<file path="config.mk">
export PLATFORM = sky130hd
export DESIGN_NAME = uart_frame_sender
export DESIGN_NICKNAME = d
export VERILOG_FILES = /design/src/rtl/uart_frame_sender.sv
export SDC_FILE = /design/constraint.sdc
export NUM_CORES = 1
export LEC_CHECK = 0
export ABC_AREA = 1
export CORE_ASPECT_RATIO = 0.75
export CORE_UTILIZATION = 47
export DETAILED_ROUTE_END_ITERATION = 10
export PLACE_DENSITY = 0.75
export REMOVE_ABC_BUFFERS = 1
export SLEW_MARGIN = 40
export SYNTH_ARGS = -nofsm -noshare
export SYNTH_HDL_FRONTEND = slang
export SYNTH_SLANG_ARGS = --single-unit
</file>
<file path="constraint.sdc">
create_clock -name clk -period 5.23 [get_ports clk]
set_clock_uncertainty 0.2 [all_clocks]
set_input_delay 0.7845 -clock clk [delete_from_list [all_inputs] [get_ports clk]]
set_output_delay 0.7845 -clock clk [all_outputs]
set_load 0.02 [all_outputs]
</file>
<file path="src/rtl/uart_frame_sender.sv">
// Streams one snapshot of N_CH samples into the UART TX FIFO as an ASCII frame:
// '$', DIGITS hex digits per channel separated by ',', then CR LF.
module uart_frame_sender #(
   parameter int N_CH   = 13,
   parameter int DATA_W = 12
) (
   input  logic                     clk,
   input  logic                     reset,
   input  logic                     start,
   input  logic [N_CH*DATA_W-1:0]   samples,
   input  logic                     tx_full,
   output logic                     wr_uart,
   output logic [7:0]               w_data,
   output logic                     busy,
   output logic                     done_tick,
   output logic [2:0]               dbg_state
);

   localparam int DIGITS = DATA_W / 4;
   localparam int CH_W   = (N_CH > 1) ? $clog2(N_CH) : 1;
   localparam int DIG_W  = (DIGITS > 1) ? $clog2(DIGITS) : 1;
   localparam logic [CH_W-1:0]  CH_LAST  = CH_W'(N_CH - 1);
   localparam logic [DIG_W-1:0] DIG_LAST = DIG_W'(DIGITS - 1);

   localparam logic [2:0] S_IDLE = 3'd0;
   localparam logic [2:0] S_HDR  = 3'd1;
   localparam logic [2:0] S_DIG  = 3'd2;
   localparam logic [2:0] S_SEP  = 3'd3;
   localparam logic [2:0] S_CR   = 3'd4;
   localparam logic [2:0] S_LF   = 3'd5;

   logic [2:0]              state_q, state_d;
   logic [CH_W-1:0]         ch_q, ch_d;
   logic [DIG_W-1:0]        dig_q, dig_d;
   logic [N_CH*DATA_W-1:0]  shreg_q, shreg_d;
   logic                    done_q, done_d;
   logic [3:0]              nib;
   logic [7:0]              hex_char;
   logic [7:0]              byte_sel;

   // The channel being sent always sits in the low DATA_W bits; its digits
   // shift toward the top of that slot and SEP shifts the next channel in.
   always_comb begin
      nib      = shreg_q[DATA_W-1 -: 4];
      hex_char = (nib < 4'd10) ? {4'h3, nib} : (8'h37 + {4'h0, nib});
      wr_uart  = (state_q != S_IDLE) && !tx_full;
      state_d  = state_q;
      ch_d     = ch_q;
      dig_d    = dig_q;
      shreg_d  = shreg_q;
      byte_sel = 8'h00;
      case (state_q)
         S_IDLE: begin
            if (start) begin
               shreg_d = samples;
               ch_d    = '0;
               dig_d   = '0;
               state_d = S_HDR;
            end
         end
         S_HDR: begin
            byte_sel = 8'h24;
            if (wr_uart) state_d = S_DIG;
         end
         S_DIG: begin
            byte_sel = hex_char;
            if (wr_uart) begin
               shreg_d[DATA_W-1:0] = shreg_q[DATA_W-1:0] << 4;
               if (dig_q == DIG_LAST) begin
                  dig_d   = '0;
                  state_d = (ch_q == CH_LAST) ? S_CR : S_SEP;
               end else begin
                  dig_d = dig_q + DIG_W'(1);
               end
            end
         end
         S_SEP: begin
            byte_sel = 8'h2C;
            if (wr_uart) begin
               shreg_d = shreg_q >> DATA_W;
               ch_d    = ch_q + CH_W'(1);
               state_d = S_DIG;
            end
         end
         S_CR: begin
            byte_sel = 8'h0D;
            if (wr_uart) state_d = S_LF;
         end
         S_LF: begin
            byte_sel = 8'h0A;
            if (wr_uart) state_d = S_IDLE;
         end
         default: state_d = S_IDLE;
      endcase
      w_data = wr_uart ? byte_sel : 8'h00;
      done_d = wr_uart && (state_q == S_LF);
   end

   always_ff @(posedge clk or posedge reset) begin
      if (reset) begin
         state_q <= S_IDLE;
         ch_q    <= '0;
         dig_q   <= '0;
         shreg_q <= '0;
         done_q  <= 1'b0;
      end else begin
         state_q <= state_d;
         ch_q    <= ch_d;
         dig_q   <= dig_d;
         shreg_q <= shreg_d;
         done_q  <= done_d;
      end
   end

   assign busy      = (state_q != S_IDLE);
   assign done_tick = done_q;
   assign dbg_state = state_q;

endmodule

</file>
==> flow_metrics.tcl <==
set metrics [dict create \
    status "finished clean" \
    setup-violations-final 0 \
    cts_repair_resize_count 0 \
    ys_top_cells_by_area "sky130_fd_sc_hd__dfrtp_1, sky130_fd_sc_hd__nand2_1, sky130_fd_sc_hd__buf_2" \
    crit_path_end_kind "primary output" \
    power_frac_comb_pct 45.3 \
    power.ir.vdd_worst_v 0.000680 \
    synth_enable_flop_cells 0 \
    nNetsFinal 1541 \
    area_delta_synth_final_pct 29.1 \
    count_of_hold_fix_buffers_inserted_at_cts 0 \
    post-synth-top-count-cell "sky130_fd_sc_hd__nand2_1" \
    post_cts_buffers 0 \
    cts_max_level 4 \
    worstSetupStartpointType "register" \
    die_x_um 157 \
    power.clock.fraction_pct 20.6 \
    rrSetupSlack_ns 2.06 \
    p_switching_w 0.00279 \
    clk_pin_slew_ns 0.06 \
    first_global_vias 7021 \
    timing.hold.worst.class "reg -> reg" \
    maximum_number_of_pins_on_one_net_before_global_route_repair 147 \
    drt_pass1_iterations 5 \
    fmax_mhz 270 \
    share_of_the_clock_period_used_by_the_worst_path_pct 70.9 \
    worst_path_largest_cell_delay_ns 0.62 \
    final_core_util_pct 61.9 \
    worst_path_most_repeated_cell "sky130_fd_sc_hd__a21oi_1" \
    antenna_found_initial 2 \
    leakage_power_figure_nw 5.90 \
    power_report.internal_total_w 0.00371 \
    routed-via-count 7670 \
    cp.arrival_ns 2.73 \
    switching_share_pct 42.9 \
    root_buffer_cell "sky130_fd_sc_hd__clkbuf_16" \
    first_iter_violations 626 \
    detail_route.drc_violations 0 \
    pre_cts_slack_ns 1.79 \
    design.die.area_mm2 0.0185 \
    clock_insertion_delay_worst_skew_ns 0.42 \
    netlist.area_leader.share_pct 49.2 \
    port_buffers 172 \
    io-pin-count 174 \
    cts_buffer_depth 2 \
    worst_ep_required_time_ns 4.25 \
    yosys_warnings 0 \
    dp_cells 1600 \
    post-dp-hpwl_um 12500 \
    floorplan.initialDensity_pct 48.0 \
    synth_top_area_cell "sky130_fd_sc_hd__dfrtp_1" \
    routed_vias_inst 4.69 \
    worst-path-buf-inv 3 \
    hold-worst-slack_ns 0.277 \
    grt_pass1_wl_um 33900 \
    yosys-top-cells-count "sky130_fd_sc_hd__nand2_1, sky130_fd_sc_hd__dfrtp_1, sky130_fd_sc_hd__buf_2" \
    die_height_um 118 \
    grt-ovfl-total 0 \
    route.antenna.remaining_nets 0 \
    pins_over_slew_limit 0 \
    grt.total_usage_pct 23.1 \
    core_area_mm2 0.0176 \
    numClockSinks 166 \
    place_congestion 0.856 \
    layout_setup_ws_ns 1.52 \
    synthDistinctLibCells 23 \
    synth-seq-area-share_pct 49.2 \
    postSynth.topFlopCell "sky130_fd_sc_hd__dfrtp_1" \
    post_layout_nonfiller_instances 1634 \
    rsz0062_at_grt "no" \
    routedWlPerCell_um 12.4 \
    detail_route.wirelength_um 20300 \
    power_frac_seq_pct 34.1 \
    slew-limit-headroom_pct 49.5 \
    max_slew.worst_pin.slew_ns 0.757 \
    tritoncts_clock_tree "yes" \
    master_of_the_slowest_instance_on_the_critical_path "sky130_fd_sc_hd__clkdlybuf4s50_1" \
    cts_inserted_buffers 17 \
    syn-mean-instance-area_um2 6.77 \
    hold_violations 0 \
    crit_family "buffers and inverters" \
    final_layout_size_suffix_gt1_share_pct 3.45 \
    maxCapViolations 0 \
    final.setup.tns_ns 0 \
    ys_async_sr_fraction_pct 100 \
    synth-seq-cells 166 \
    worstSetupPathType "reg -> out" \
    timing.critical_path.cells "inv_2 -> nand2_2 -> nor2_4 -> clkbuf_16 -> a21oi_1 -> a21oi_1 -> clkdlybuf4s50_1" \
    min_period_ns 3.71 \
    critical_path_peak_fanout 28 \
    synthCells 1247 \
    core.rowCount 42 \
    mappedNetlistArea_mm2 0.00845 \
    powerDensity_mw_per_mm2 595 \
]
[layout make-up]
class	count	area, um^2
multi-input cells	981	3870
flip-flops and latches	166	4150
repair buffers	180	1820
fillers	1606	6700
clock buffers	23	478
diodes	1	2.50
clock inverters	9	148
well taps	242	303
inverters	32	128
[cells by family after synthesis]
logic type,count (synthesis),share of synthesized area (%)
AOI/OAI and AO/OA,41,2.44
adders and majority gates,3,0.444
DFF,166,49.2
and+or+nand+nor,934,42.4
xor gates and xnor gates,2,0.207
other,1,0.0444
buffers and inverters,100,5.33
[cells in the final DEF, fill, tap and decap left out, drive strengths merged, types with 7 or more instances in the layout]
master,netlist,final
o21ai,33,33
buf,49,7
nor2,10,10
nand3,35,35
clkbuf,19,24
dfrtp,166,166
nand2,884,884
a21oi,7,7
inv,32,32
clkdlybuf4s50,0,172
[tightest hold or removal path: cells and delay by family (launching register included)]
kind,cells,cell delay [ns]
simple gates,2,0.10
flops,1,0.34
[routing by layer]
layer	part of all wire [%]	track usage, %
met3	7.7	7.73
met2	44	33.8
met5	0.049	0
met1	48	33.0
met4	1.1	5.02
[state kept, by name (all words and copies together) (netlist names)]
signal,cells
done_tick,1
dig_q,2
dbg_state,3
ch_q,4
shreg_q,156
[power by group through the flow]
stage               Sequential, W  Clock [W]  Combinational, W
global route              0.00228    0.00142           0.00341
floorplan                 0.00216          0           0.00231
detailed placement        0.00222          0           0.00294
CTS                       0.00221    0.00136           0.00296
global placement          0.00220          0           0.00288
finish                    0.00221    0.00134           0.00294
[through the flow]
step                      area (um^2)  power, W
final                           10900   0.00649
after global routing            10900   0.00710
after CTS                       10900   0.00653
after detailed placement        10200   0.00516
after global placement          10200   0.00508
after floorplan                  8120   0.00447
[worst paths after layout]
path | start | end | cells after the start
min | shreg_q[30] | shreg_q[30] | 2
max | dbg_state[2] | w_data[3] | 7
max reg2reg | dbg_state[2] | shreg_q[50] | 9
max in group asynchronous | reset | shreg_q[86] | 3
min reg2reg | shreg_q[30] | shreg_q[30] | 2
min in group asynchronous | reset | shreg_q[114] | 2
Note: power is estimated with default switching activity, not from simulation.
